## src/rtl/dk_walk_trigger_ctrl.sv

```systemverilog
// dk_walk_trigger_ctrl
//
// Purpose:
//   Sequencer for the Donkey Kong walk sound path.
//   - Generates the sample-rate strobe audio_clk_en from clk with a phase accumulator.
//     The same strobe also clocks the other discrete blocks.
//   - Turns CPU walk-latch writes into a conditioned walk_en level.
//   - walk_en has a minimum on-time and a minimum off-time, honours a mute, and has an
//     optional watchdog.
//
// Optional feature:
//   Define DK_WALK_WATCHDOG_EN to build the watchdog.
//   - With it, ON exits after TO_N ticks without a cpu_wr.
//   - Without it, no watchdog logic exists and TIMEOUT_MS is ignored.
//
// Ports:
//   clk          in   system clock
//   I_RSTn       in   asynchronous active-low reset
//   cpu_wr       in   one-cycle write strobe to the walk latch
//   cpu_data     in   latch value, 1 = walk requested
//   mute         in   synchronous mute (level)
//   audio_clk_en out  one-cycle sample strobe (SAMPLE_RATE per CLOCK_RATE clocks)
//   walk_en      out  registered, conditioned walk request
//   state        out  FSM state: 0 idle, 1 on-hold, 2 on, 3 off-hold

module dk_walk_trigger_ctrl #(
  parameter int unsigned CLOCK_RATE  = 1000000,
  parameter int unsigned SAMPLE_RATE = 48000,
  parameter int unsigned MIN_ON_MS   = 20,
  parameter int unsigned MIN_OFF_MS  = 5,
  parameter int unsigned TIMEOUT_MS  = 100
) (
  input  logic       clk,
  input  logic       I_RSTn,
  input  logic       cpu_wr,
  input  logic       cpu_data,
  input  logic       mute,
  output logic       audio_clk_en,
  output logic       walk_en,
  output logic [1:0] state
);

  // Derived sample counts, computed in 64 bits so large parameters cannot wrap.
  localparam logic [63:0] OnNL  = 64'(SAMPLE_RATE) * 64'(MIN_ON_MS) / 64'd1000;
  localparam logic [63:0] OffNL = 64'(SAMPLE_RATE) * 64'(MIN_OFF_MS) / 64'd1000;
  localparam logic [15:0] OnN   = OnNL[15:0];
  localparam logic [15:0] OffN  = OffNL[15:0];

  if (CLOCK_RATE <= SAMPLE_RATE) begin : g_bad_rate
    $error("dk_walk_trigger_ctrl: CLOCK_RATE must exceed SAMPLE_RATE");
  end
  if (OnNL < 64'd1 || OnNL > 64'd65535) begin : g_bad_on
    $error("dk_walk_trigger_ctrl: ON_N out of range 1..65535");
  end
  if (OffNL < 64'd1 || OffNL > 64'd65535) begin : g_bad_off
    $error("dk_walk_trigger_ctrl: OFF_N out of range 1..65535");
  end

  typedef enum logic [1:0] {
    StIdle    = 2'd0,
    StOnHold  = 2'd1,
    StOn      = 2'd2,
    StOffHold = 2'd3
  } state_e;

  state_e      state_q, state_d;
  logic [31:0] acc_q, acc_d;
  logic        strobe_q, strobe_d;
  logic        req_q, req_d;
  logic [15:0] cnt_q, cnt_d;
  logic        walk_q, walk_d;
  logic [32:0] acc_sum;
  logic        wd_trip;

  // ---------------------------------------------------------------------------
  // Sample strobe: exact fractional divider, no drift over CLOCK_RATE clocks.
  // ---------------------------------------------------------------------------
  always_comb begin
    acc_sum  = {1'b0, acc_q} + 33'(SAMPLE_RATE);
    acc_d    = acc_sum[31:0];
    strobe_d = 1'b0;
    if (acc_sum >= 33'(CLOCK_RATE)) begin
      acc_d    = 32'(acc_sum - 33'(CLOCK_RATE));
      strobe_d = 1'b1;
    end
  end

  // ---------------------------------------------------------------------------
  // Optional watchdog on the ON state.
  // ---------------------------------------------------------------------------
`ifdef DK_WALK_WATCHDOG_EN
  localparam logic [63:0] ToNL = 64'(SAMPLE_RATE) * 64'(TIMEOUT_MS) / 64'd1000;
  localparam logic [15:0] ToN  = ToNL[15:0];

  if (ToNL < 64'd1 || ToNL > 64'd65535) begin : g_bad_to
    $error("dk_walk_trigger_ctrl: TO_N out of range 1..65535");
  end

  logic [15:0] wd_q, wd_d;

  // A write on the trip tick counts as a refresh, so it suppresses the trip.
  assign wd_trip = (state_q == StOn) && strobe_q && !cpu_wr && (wd_q == ToN - 16'd1);

  always_comb begin
    wd_d = wd_q;
    if (cpu_wr || (state_d == StOn && state_q != StOn)) begin
      wd_d = '0;
    end else if (state_q == StOn && strobe_q) begin
      wd_d = wd_q + 16'd1;
    end
  end

  always_ff @(posedge clk or negedge I_RSTn) begin
    if (!I_RSTn) begin
      wd_q <= '0;
    end else begin
      wd_q <= wd_d;
    end
  end
`else
  assign wd_trip = 1'b0;
`endif

  // ---------------------------------------------------------------------------
  // Request latch and FSM next state.
  // ---------------------------------------------------------------------------
  always_comb begin
    req_d = req_q;
    if (mute || wd_trip) begin
      req_d = 1'b0;
    end else if (cpu_wr) begin
      req_d = cpu_data;
    end
  end

  always_comb begin
    state_d = state_q;
    unique case (state_q)
      StIdle: begin
        if (req_q && !mute) state_d = StOnHold;
      end
      StOnHold: begin
        if (mute) begin
          state_d = StOffHold;
        end else if (strobe_q && cnt_q == OnN - 16'd1) begin
          state_d = req_q ? StOn : StOffHold;
        end
      end
      StOn: begin
        if (!req_q || mute || wd_trip) state_d = StOffHold;
      end
      StOffHold: begin
        if (strobe_q && cnt_q == OffN - 16'd1) state_d = StIdle;
      end
      default: state_d = StIdle;
    endcase
  end

  // cnt measures ticks since entry into the current state.
  always_comb begin
    cnt_d = cnt_q;
    if (state_d != state_q) begin
      cnt_d = '0;
    end else if (strobe_q) begin
      cnt_d = cnt_q + 16'd1;
    end
  end

  // Registered from the next state so walk_en moves on the same edge as state.
  always_comb begin
    walk_d = (state_d == StOnHold) || (state_d == StOn);
  end

  always_ff @(posedge clk or negedge I_RSTn) begin
    if (!I_RSTn) begin
      acc_q    <= '0;
      strobe_q <= 1'b0;
      req_q    <= 1'b0;
      cnt_q    <= '0;
      state_q  <= StIdle;
      walk_q   <= 1'b0;
    end else begin
      acc_q    <= acc_d;
      strobe_q <= strobe_d;
      req_q    <= req_d;
      cnt_q    <= cnt_d;
      state_q  <= state_d;
      walk_q   <= walk_d;
    end
  end

  assign audio_clk_en = strobe_q;
  assign walk_en      = walk_q;
  assign state        = state_q;

endmodule

```

## config.mk

```make
export PLATFORM = sky130hd
export DESIGN_NAME = dk_walk_trigger_ctrl
export DESIGN_NICKNAME = d
export VERILOG_FILES = /design/src/rtl/dk_walk_trigger_ctrl.sv
export SDC_FILE = /design/constraint.sdc
export NUM_CORES = 1
export LEC_CHECK = 0
export CORE_ASPECT_RATIO = 1.25
export CORE_MARGIN = 5
export CORE_UTILIZATION = 58
export CTS_BUF_LIST = sky130_fd_sc_hd__clkbuf_4
export DETAILED_ROUTE_END_ITERATION = 12
export GPL_TIMING_DRIVEN = 0
export PLACE_DENSITY = 0.77
export RECOVER_POWER = 50
export SLEW_MARGIN = 20
export SYNTH_ARGS = -nofsm -noshare
export SYNTH_HDL_FRONTEND = slang
export SYNTH_SLANG_ARGS = --single-unit
```

## constraint.sdc

```tcl
create_clock -name clk -period 2.85 [get_ports clk]
set_input_delay 0.57 -clock clk [delete_from_list [all_inputs] [get_ports clk]]
set_output_delay 0.57 -clock clk [all_outputs]
set_load 0.02 [all_outputs]
```

; After elaboration in Yosys (flattened, before gate mapping)
; Index checks and enable logic that the tools add are counted.
[totals]
wordCells = 41
out_inout_bits = 4
ff_bits = 53
[classes]
n_reduce_logical = 10
n_mux = 13
n_lt_le_gt_ge = 1
eq_ne = 8
addsub = 3
[ops]
columns = cell, n
row1 = "32-bit by 16-bit adder with 33-bit output, second input constant", 1
row2 = "33-bit by 20-bit >= comparator with 1-bit output, second input constant", 1
row3 = 16-bit 2-to-1 mux, 2
row4 = 32-bit 2-to-1 mux, 1
row5 = "32-bit by 20-bit subtractor with 32-bit output, second input constant", 1
row6 = "16-bit by 1-bit adder with 16-bit output, second input constant", 1
row7 = "16-bit by 10-bit == test with 1-bit output, second input constant", 1
row8 = "16-bit by 8-bit == test with 1-bit output, second input constant", 1
row9 = 2-bit 2-to-1 mux, 5
row10 = 2-bit case mux with 4 select lines, 1
row11 = "2-bit == test, second input constant", 3
row12 = "2-bit by 1-bit == test with 1-bit output, second input constant", 2
row13 = 1-bit 2-to-1 mux, 4
row14 = 2-bit nonzero test, 2
row15 = 1-bit logical AND, 3
row16 = 1-bit logical NOT, 2
row17 = 2-bit logical NOT, 1
row18 = 1-bit logical OR, 2
row19 = 2-bit inequality test, 1

; Logic depth before layout (Yosys ltp)
; Gate-level depths: netlist of run 1.
[depth]
word_depth = 7
mapped_depth = 12

; Least setup slack after synthesis of run 1
; Ideal clock, no wire load.
[synth_timing]
path_type = flip-flop to flip-flop
startpoint = register acc_q[7]
endpoint = register acc_q[13]
n_path_buf = 1
path_stages_with_launch = 13
t_required_ns = 2.723
arrival_ns = 2.725
setup_ns = 0.127
path_slack_ns = -0.002
period_less_slack_ns = 2.852
path_cell_list = dfrtp_1 inv_1 ha_1 nand2b_1 a311oi_4 nor4_2 mux2_4 a31oi_1 nand4_2 buf_6 a32oi_1 nor2_1 xor2_1
[synth_via]
elab_chain_cells = 3
[synth_lines]
columns = element, line
row1 = from (decl), 67  ; logic [31:0] acc_q, acc_d;
row2 = from (signal assigned), 176  ; acc_q <= '0;
row3 = from (signal assigned), 183  ; acc_q <= acc_d;
row4 = 32-bit by 16-bit adder with 33-bit output *, 79  ; acc_sum = {1'b0, acc_q} + 33'(SAMPLE_RATE);
row5 = 32-bit by 20-bit subtractor with 32-bit output or 33-bit by 20-bit >= comparator with 1-bit output (tied branches), "83, 82"
row6 = 32-bit 2-to-1 mux *, 82  ; if (acc_sum >= 33'(CLOCK_RATE)) begin
row7 = via acc_d[13], 67
; Mark *: on every way through the listed nets, which the timed path passes. The rest lies on a longest branch.
; A chain may end at the register's enable or synchronous reset.

; Final worst setup path of run 1
[layout_timing]
startpoint = register acc_q[11]
endpoint = register acc_q[9]
[layout_via]
elab_chain_cells = 3
[layout_lines]
columns = element, line
row1 = 32-bit by 16-bit adder with 33-bit output, 79
row2 = 33-bit by 20-bit >= comparator with 1-bit output, 82
row3 = 32-bit 2-to-1 mux, 82
row4 = via acc_d[9], 67
; The timed path passes the listed nets, and every way through them passes these cells.

==> results.sh, run 1 <==
export IMPL_rsz0062_at_grt="yes"
export IMPL_via_count=2711
export IMPL_cp_end_kind="flip-flop"
export IMPL_yosys_warnings=0
export IMPL_drc=0
export IMPL_seq_area_frac_synth_pct=37.6
export IMPL_post_route_period_util_pct=102
export IMPL_cts_tree="built"
export IMPL_synthCells=332
export IMPL_layout_commonest_cell="dfrtp_1"
export IMPL_grt_max_degree=30
export IMPL_drive_gt1_share_pct=25.5
export IMPL_drt_pass1_iterations=4
export IMPL_postRouteAntennaNets=0
export IMPL_hp_class="in2async"
export IMPL_synthDistinctLibCells=64
export IMPL_power_density_nw_per_um2=268
export IMPL_rows=30
export IMPL_antenna_found_initial=0
export IMPL_fin_skew_ns=0.00853
export IMPL_clk_pin_slew_ns=0.15
export IMPL_insertion_delay_ns=0.36
export IMPL_gr_total_overflow=0
export IMPL_ys_seq_elements=47
export IMPL_multi_input_area_um2=2030
export IMPL_fp_dieArea_um2=6970
export IMPL_drt_iter0_drc=189
export IMPL_post_dp_cell_area_um2=3310
export IMPL_fmax_mhz=346
export IMPL_fin_setup_tns_ns=-0.138
export IMPL_finalCriticalPeriod_ns=2.89
export IMPL_arrival_ns=3.15
export IMPL_fillers=390
export IMPL_outcome="finished, violations left"
export IMPL_wire_per_inst_um=17.3
export IMPL_core_um2=5330
export IMPL_busiest_layer="met2"
export IMPL_synth_top_area_share_pct=37.6
export IMPL_crit_type="reg2reg"
export IMPL_fin_area_um2=3840
export IMPL_io_buffer_count=8
export IMPL_ctsHoldBuffers=0
export IMPL_preCtsSetupSlack_ns=-0.487
export IMPL_hold_viol_final=0
export IMPL_root_buffer="clkbuf_4"
export IMPL_syn_to_final_growth_pct=22.8
export IMPL_vias_per_cell=6.11
export IMPL_n_antenna_cell=0
export IMPL_synth_edf_count=0
export IMPL_synthTopCellsByArea="dfrtp_1, xnor2_1, xor2_1, nor2_1, nand2_1"
export IMPL_gr_usage_met2_pct=36.1
export IMPL_gp_congestion=0.867
export IMPL_grt_pass1_wl_um=11800
export IMPL_dp_hpwl_um=4590
export IMPL_netlist_area_um2=3130
export IMPL_regArea_um2=1180
export IMPL_h_tree_depth=2
export IMPL_hold_ws_ns=0.326
export IMPL_ir_drop_mv=0.174
export IMPL_async_flop_share_pct=100
export IMPL_nets=390
export IMPL_grt_pass1_vias=2619
export IMPL_initial_utilization_pct=58.6
export IMPL_ys_dominant_reg_cell="dfrtp_1"
export IMPL_cts_buffers=5
export IMPL_grt_usage_pct=21.4
export IMPL_final_cell_mix="dfrtp_1, nor2_1, xnor2_1, nand2_1, buf_4"
export IMPL_worst_pin_slew_ns=1.37
export IMPL_cts_sinks=47
export IMPL_setup_violations=7
export IMPL_finalWorstSetupSlack_ns=-0.0433
export IMPL_die_x_um=75.7
export IMPL_cp_start_kind="flip-flop"
export IMPL_synth_top_area_cell="dfrtp_1"
export IMPL_grtUsageMet3_pct=3.51
export IMPL_synth_area_per_cell_um2=9.41
export IMPL_grt_use_met1_pct=26.5
export IMPL_cp_data_required_time_ns=3.11
export IMPL_failed_checks="negative setup slack"
export IMPL_ios=9
export IMPL_finalMaxSlewViolations=0
export IMPL_maxCapViolCount=0
export IMPL_die_h_um=92.1
export IMPL_p_leak_nw=1.64
export IMPL_clockBufferDepth=2
export IMPL_slew_headroom_pct=8.82
export IMPL_syn_nets=343
export IMPL_critical_path_max_fanout=7
export IMPL_finalWirelength_um=7700
final timing paths:
kind,from,cells past startpoint,slack (ns),to
setup / recovery,acc_q[11]$_DFF_PN0_,12,-0.04,acc_q[9]$_DFF_PN0_
hold / removal,I_RSTn,1,0.33,cnt_q[6]$_DFFE_PN0P_
setup reg to reg,acc_q[11]$_DFF_PN0_,12,-0.04,acc_q[9]$_DFF_PN0_
hold reg to reg,cnt_q[5]$_DFFE_PN0P_,2,0.58,cnt_q[5]$_DFFE_PN0P_
max in group asynchronous,I_RSTn,2,0.51,acc_q[16]$_DFF_PN0_
min in group clk,cnt_q[5]$_DFFE_PN0P_,2,0.58,cnt_q[5]$_DFFE_PN0P_
synthesized netlist by cell type, types with 2 or more instances:
library cell,number
mux2i_1,5
o31a_1,2
nand4_1,10
buf_2,3
or2_2,4
a21oi_1,9
and2_1,2
o21ai_0,8
or3_1,6
buf_1,2
nor4b_1,4
buf_6,3
inv_1,8
nor2_1,33
dfrtp_1,47
nor4_1,2
nor3b_1,4
and4_1,2
nand2_1,30
and3_1,8
nand3_1,21
xor2_1,23
o211ai_1,2
nor2b_1,5
nor3_2,2
nand2b_1,5
a31oi_1,2
xnor2_2,2
o31ai_1,2
ha_1,6
xnor2_1,28
nor3_1,7
clkbuf_1,4
report_power, final:
part	internal (mW)	switching, mW
clock network	0.110	0.228
registers	0.668	0.000614
logic	0.00652	0.0156
total	0.784	0.244
logic make-up (layout without fill, tap and decap cells):
family | after synthesis | after routing | share of synthesized area [%]
compound gates | 49 | 50 | 13.3
mux | 6 | 6 | 2.08
fa+ha+maj | 6 | 6 | 2.40
flops | 47 | 47 | 37.6
buf+inv | 20 | 67 | 3.24
xor+xnor | 53 | 53 | 15.3
simple gates | 151 | 151 | 26.0
layout make-up:
cell class                 instances  share of cell area, %
sequential                        47                   30.8
timing repair buffer              40                   9.62
multi-input combinational        266                   53.0
inverter                           8                  0.782
buffer                            11                   2.12
clock buffer                       6                   1.17
clock inverter                     2                  0.456
tap                               64                   2.09
worst max-delay path: stages (launching register included):
cell	delay (ns)
dfrtp_1	0.40
buf_6	0.13
o31a_4	0.41
a311oi_4	0.32
buf_6	0.18
nor4_4	0.05
mux2_4	0.32
a31oi_2	0.22
nand4_4	0.17
buf_4	0.18
clkbuf_16	0.15
nor2b_1	0.13
xnor2_1	0.12
metrics by stage:
step / cells / power [mW] / utilization [%]
after floorplan: 332 / 0.683 / -
after global routing: 444 / 1.07 / 72.0
after global placement: 404 / 0.703 / 61.8
after CTS: 426 / 1.04 / 66.5
after detailed placement: 405 / 0.706 / 62.1
final: 444 / 1.03 / 72.0
registers in the layout (all words and copies together) (netlist names):
register,cells
acc_q,26
cnt_q,16
state,2
audio_clk_en,1
req_q,1
walk_en,1
layer usage:
| metal | share of wire [%] | routed length [µm] | vias up |
|---|---|---|---|
| met4 | 2.9 | 223 | 0 |
| met1 | 41 | 3150 | 1351 |
| met5 | 0 | 0 | - |
| met2 | 53 | 4090 | 60 |
| met3 | 3.0 | 233 | 21 |
| li1 | - | - | 1279 |
timing repair:
| item | CTS | global route |
|---|---|---|
| buffers inserted | 13 | 16 |
| gates resized for setup | 14 | 32 |
| cloned | 1 | 2 |
| endpoints found under the setup margin | 37 | 35 |
| pin swaps | 7 | 15 |
(Power assumes the default switching activity.)
==> run 2, diff against run 1 <==
--- a/config.mk
+++ b/config.mk
@@ -11,8 +11,8 @@
 export CTS_BUF_LIST = sky130_fd_sc_hd__clkbuf_4
 export DETAILED_ROUTE_END_ITERATION = 12
 export GPL_TIMING_DRIVEN = 0
-export PLACE_DENSITY = 0.77
-export RECOVER_POWER = 50
+export PLACE_DENSITY = 0.9
+export RECOVER_POWER = 100
 export SLEW_MARGIN = 20
 export SYNTH_ARGS = -nofsm -noshare
 export SYNTH_HDL_FRONTEND = slang
==> results.sh, run 2 (synthesized netlist as in run 1, its figures left out) <==
export IMPL_cp_startpoint="acc_q[13]$_DFF_PN0_"
export IMPL_outcome="finished, violations left"
export IMPL_hp_class="in2async"
export IMPL_gr_total_overflow=0
export IMPL_r2r_end="acc_q[11]$_DFF_PN0_"
export IMPL_final_cell_mix="dfrtp_1, nor2_1, nand2_1, xnor2_1"
export IMPL_fin_skew_ns=0.0207
export IMPL_failed_checks="negative setup slack"
export IMPL_critical_path_max_fanout=6
export IMPL_finalCriticalPeriod_ns=2.94
export IMPL_die_x_um=75.7
export IMPL_largest_reg_flops=26
export IMPL_nets=386
export IMPL_switching_share_pct=23.1
export IMPL_rsz0062_at_grt="yes"
export IMPL_setup_violations=19
export IMPL_rows=30
export IMPL_power_density_nw_per_um2=294
export IMPL_p_leak_nw=1.59
export IMPL_cts_buffers=5
export IMPL_drive_gt1_share_pct=25.3
export IMPL_cp_start_kind="flip-flop"
export IMPL_die_h_um=92.1
export IMPL_finalMaxSlewViolations=0
export IMPL_fp_dieArea_um2=6970
export IMPL_drt_iter0_drc=206
export IMPL_crit_end="acc_q[11]$_DFF_PN0_"
export IMPL_n_antenna_cell=0
export IMPL_h_tree_depth=2
export IMPL_switching_power_mw=0.259
export IMPL_stdcell_count=440
export IMPL_ff2ff_setup_slack_ns=-0.09
export IMPL_crit_type="reg2reg"
export IMPL_arrival_ns=3.28
export IMPL_root_buffer="clkbuf_4"
export IMPL_r2r_start="acc_q[13]$_DFF_PN0_"
export IMPL_finalWirelength_um=7950
export IMPL_vias_per_cell=6.30
export IMPL_cts_tree="built"
export IMPL_grt_pass1_vias=2712
export IMPL_grt_usage_pct=22.8
export IMPL_fmax_mhz=340
export IMPL_ir_drop_mv=0.260
export IMPL_maxCapViolCount=0
export IMPL_initial_utilization_pct=58.6
export IMPL_fin_setup_tns_ns=-0.679
export IMPL_p_int_mw=0.863
export IMPL_ios=9
export IMPL_drc=0
export IMPL_worst_pin_slew_ns=1.32
export IMPL_layout_commonest_cell="dfrtp_1"
export IMPL_postRouteAntennaNets=0
export IMPL_cp_end_kind="flip-flop"
export IMPL_via_count=2772
export IMPL_io_buffer_count=8
export IMPL_cp_data_required_time_ns=3.19
export IMPL_slew_headroom_pct=12.1
export IMPL_dp_hpwl_um=4670
export IMPL_drt_pass1_iterations=5
export IMPL_antenna_found_initial=0
export IMPL_hold_viol_final=0
export IMPL_finalWorstSetupSlack_ns=-0.0903
export IMPL_gp_congestion=0.838
export IMPL_clockBufferDepth=2
export IMPL_core_um2=5330
export IMPL_comb_power_share_pct=1.9
export IMPL_insertion_delay_ns=0.39
export IMPL_dp_cells=405
export IMPL_clk_pin_slew_ns=0.16
export IMPL_syn_to_final_growth_pct=22.0
export IMPL_grt_pass1_wl_um=12400
export IMPL_top_register="acc_q"
export IMPL_p_seq_share_pct=59.6
export IMPL_cts_sinks=47
export IMPL_post_route_period_util_pct=103
export IMPL_grt_max_degree=26
export IMPL_wire_per_inst_um=18.1
export IMPL_r2r_cells=12
export IMPL_clockPowerShare_pct=38.6
==> run 2: how the worst min path moves through the flow <==
stage	cells past startpoint	slack (ns)	to	from
after floorplan	0	0.27	acc_q[10]$_DFF_PN0_	I_RSTn
after global placement	2	0.53	cnt_q[1]$_DFFE_PN0P_	cnt_q[1]$_DFFE_PN0P_
after detailed placement	2	0.55	cnt_q[5]$_DFFE_PN0P_	cnt_q[5]$_DFFE_PN0P_
after CTS	1	0.18	state[1]$_DFF_PN0_	I_RSTn
after global routing	1	0.53	state[1]$_DFF_PN0_	I_RSTn
final	1	0.42	state[1]$_DFF_PN0_	I_RSTn
==> run 2: repair_timing <==
action,in CTS,in global routing
hold buffers,0,0
gates resized for setup,25,23
pin swaps,17,22
hold endpoints to repair,0,0
setup endpoints to repair,37,36
buffers inserted,14,12
cloned,2,0
==> run 2: through the flow <==
step                      power (mW)  setup slack [ns]  hold slack (ns)  cell area (µm²)  utilization [%]
after floorplan                0.683            0.0164            0.274             3130                -
after detailed placement       0.708            -0.436            0.550             3320             62.2
after global placement         0.703            -0.391            0.528             3290             61.8
final                           1.12           -0.0903            0.425             3810             71.5
after CTS                       1.13           -0.0362            0.176             3640             68.3
after global routing            1.16            -0.195            0.530             3810             71.5
==> run 2: routing by layer <==
metal | track usage [%] | wire (µm) | vias to the layer above
li1 | - | - | 1284
met1 | 25.9 | 2910 | 1359
met2 | 40.1 | 4350 | 103
met3 | 4.71 | 422 | 26
met4 | 9.33 | 263 | 0
met5 | 0 | 0 | -
==> run 2: power by group through the flow <==
| stage | logic [mW] | clock network (mW) | registers [mW] |
|---|---|---|---|
| after floorplan | 0.00236 | 0 | 0.681 |
| after global placement | 0.0218 | 0 | 0.681 |
| after detailed placement | 0.0266 | 0 | 0.681 |
| after CTS | 0.0266 | 0.437 | 0.669 |
| after global routing | 0.0245 | 0.470 | 0.669 |
| final | 0.0208 | 0.433 | 0.669 |
==> run 2: area by class of cell <==
class,count,area [µm²]
plain buffers,11,72.6
clock buffers,5,37.5
clock inverters,3,47.5
fillers,377,1520
inverters,8,30.0
multi-input cells,266,2060
flip-flops and latches,47,1180
well taps,64,80.1
repair buffers,36,299
==> run 2: critical path: stages, from the launching register on <==
cell and delay [ns]:
dfrtp_1 0.49, o31a_4 0.45, nor3_4 0.24, buf_6 0.17, buf_4 0.13, mux2i_1 0.18, and3_1 0.21, o211a_1 0.22
nand4_4 0.15, buf_6 0.18, nand2_4 0.06, mux2i_2 0.24, xnor2_1 0.14
==> run 3, diff against run 2 <==
--- a/config.mk
+++ b/config.mk
@@ -7,11 +7,11 @@
 export LEC_CHECK = 0
 export CORE_ASPECT_RATIO = 1.25
 export CORE_MARGIN = 5
-export CORE_UTILIZATION = 58
+export CORE_UTILIZATION = 50
 export CTS_BUF_LIST = sky130_fd_sc_hd__clkbuf_4
 export DETAILED_ROUTE_END_ITERATION = 12
 export GPL_TIMING_DRIVEN = 0
-export PLACE_DENSITY = 0.9
+export PLACE_DENSITY = 0.8
 export RECOVER_POWER = 100
 export SLEW_MARGIN = 20
 export SYNTH_ARGS = -nofsm -noshare
==> results.sh, run 3 (synthesized netlist as in run 1, its figures left out) <==
export IMPL_outcome="finished, violations left"
export IMPL_failed_checks="max-capacitance violations, max-slew violations, negative setup slack"
export IMPL_fmax_mhz=344
export IMPL_finalMaxSlewViolations=32
export IMPL_stdcell_count=450
export IMPL_preCtsSetupSlack_ns=-0.501
export IMPL_worst_pin_slew_ns=1.72
export IMPL_vias_per_cell=5.72
export IMPL_drt_iter0_drc=148
export IMPL_path_cells="buf_6 > or3_1 > a211o_1 > a2111oi_4 > and3_1 > a31oi_2 > nand4_2 > buf_6 > nand4_1 > buf_4 > xor2_1"
export IMPL_root_buffer="clkbuf_4"
export IMPL_cp_top_family="simple AND/OR/NAND/NOR gates"
export IMPL_gr_total_overflow=0
export IMPL_h_tree_depth=2
export IMPL_fin_skew_ns=0.0147
export IMPL_cp_start_kind="flip-flop"
export IMPL_rows=32
export IMPL_setup_violations=4
export IMPL_grt_pass1_wl_um=11100
export IMPL_power_density_nw_per_um2=325
export IMPL_initial_utilization_pct=51.0
export IMPL_grt_max_degree=32
export IMPL_gp_congestion=0.835
export IMPL_ir_drop_mv=0.257
export IMPL_finalWirelength_um=6700
export IMPL_cts_buffers=5
export IMPL_postRouteAntennaNets=0
export IMPL_cts_tree="built"
export IMPL_antenna_found_initial=0
export IMPL_largest_reg_flops=26
export IMPL_total_power_mw=1.19
export IMPL_core_um2=6130
export IMPL_syn_to_final_growth_pct=17.2
export IMPL_die_h_um=98.4
export IMPL_drt_pass1_iterations=4
export IMPL_insertion_delay_ns=0.37
export IMPL_nets=375
export IMPL_post_route_period_util_pct=102
export IMPL_p_leak_nw=1.55
export IMPL_rsz0062_at_grt="yes"
export IMPL_drive_gt1_share_pct=19.5
export IMPL_fin_area_um2=3660
export IMPL_finalWorstSetupSlack_ns=-0.0560
export IMPL_die_x_um=80.7
export IMPL_grt_pass1_vias=2493
export IMPL_layout_commonest_cell="dfrtp_1"
export IMPL_cp_slowest_cell="dfrtp_1"
export IMPL_final_cell_mix="dfrtp_1, nor2_1, nand2_1, xnor2_1, xor2_1"
export IMPL_regArea_um2=1180
export IMPL_fp_dieArea_um2=7940
export IMPL_ios=9
export IMPL_io_buffer_count=8
export IMPL_multi_input_area_um2=1950
export IMPL_hold_ws_ns=0.267
export IMPL_wire_per_inst_um=14.9
export IMPL_grt_usage_pct=17.6
export IMPL_fillers=511
export IMPL_max_stage_delay_ns=0.42
export IMPL_top_register="acc_q"
export IMPL_slew_headroom_pct=-14.7
export IMPL_drc=0
export IMPL_n_antenna_cell=0
export IMPL_arrival_ns=3.17
export IMPL_clockBufferDepth=2
export IMPL_maxCapViolCount=1
export IMPL_cts_sinks=47
export IMPL_crit_buf_inv=3
export IMPL_clk_pin_slew_ns=0.14
export IMPL_post_dp_cell_area_um2=3340
export IMPL_cpMostUsedCell="buf_6"
export IMPL_hp_class="in2async"
export IMPL_cp_data_required_time_ns=3.11
export IMPL_cp_end_kind="flip-flop"
export IMPL_finalCriticalPeriod_ns=2.91
export IMPL_via_count=2576
export IMPL_dp_hpwl_um=4500
export IMPL_crit_type="reg2reg"
export IMPL_dp_cells=426
export IMPL_hold_viol_final=0
export IMPL_critical_path_max_fanout=5
==> run 3: cell types whose count changed in the layout (fill, tap and decap cells not counted), sizes merged <==
| cell | previous run | this run |
|---|---|---|
| clkbuf | 12 | 13 |
| inv | 9 | 8 |
| buf | 33 | 23 |
| bufinv | 1 | 2 |
| a311oi | 2 | 1 |
| clkinv | 1 | 0 |
==> run 3: where the power goes <==
| part | internal (mW) | switching [mW] | leakage [nW] |
|---|---|---|---|
| Combinational | 0.00541 | 0.0153 | 0.892 |
| Sequential | 0.668 | 0.000686 | 0.600 |
| Clock | 0.283 | 0.217 | 0.0559 |
| Total | 0.956 | 0.233 | 1.55 |
==> run 3: worst paths after layout <==
path	cells past startpoint	from	end	slack, ns
max	11	acc_q[8]$_DFF_PN0_	acc_q[17]$_DFF_PN0_	-0.06
min	1	I_RSTn	cnt_q[3]$_DFFE_PN0P_	0.27
max reg2reg	11	acc_q[8]$_DFF_PN0_	acc_q[17]$_DFF_PN0_	-0.06
min reg2reg	2	cnt_q[1]$_DFFE_PN0P_	cnt_q[1]$_DFFE_PN0P_	0.57
max in group asynchronous	2	I_RSTn	acc_q[16]$_DFF_PN0_	0.38
min in group clk	2	cnt_q[1]$_DFFE_PN0P_	cnt_q[1]$_DFFE_PN0P_	0.57
==> run 3: area by class of cell <==
cell class                 count  area share, %
sequential                    47           32.2
clock buffer                   6           1.23
timing repair buffer          25           5.98
tap                           85           2.90
multi-input combinational    265           53.1
buffer                        12           2.15
inverter                       8          0.820
clock inverter                 2           1.64
==> run 3: metrics by stage <==
step | setup TNS [ns] | util (%)
6_report | -0.104 | 59.8
5_1_grt | -2.06 | 59.8
4_1_cts | -0.0197 | 58.1
3_5_place_dp | -10.63 | 54.5
3_3_place_gp | -15.28 | 54.2
2_1_floorplan | 0 | -
==> run 3: layer usage <==
layer | wire length (µm) | track usage, % | vias up
met3 | 217 | 2.77 | 14
met2 | 3510 | 31.3 | 54
met4 | 159 | 7.15 | 0
li1 | - | - | 1246
met5 | 0 | 0 | -
met1 | 2820 | 20.7 | 1262
==> run 3: repair_timing <==
action / CTS / global route
gates cloned: 0 / 1
buffers inserted: 8 / 7
pin swaps: 4 / 6
gates resized for setup: 11 / 17
endpoints found under the setup margin: 37 / 34
hold buffers: 0 / 0
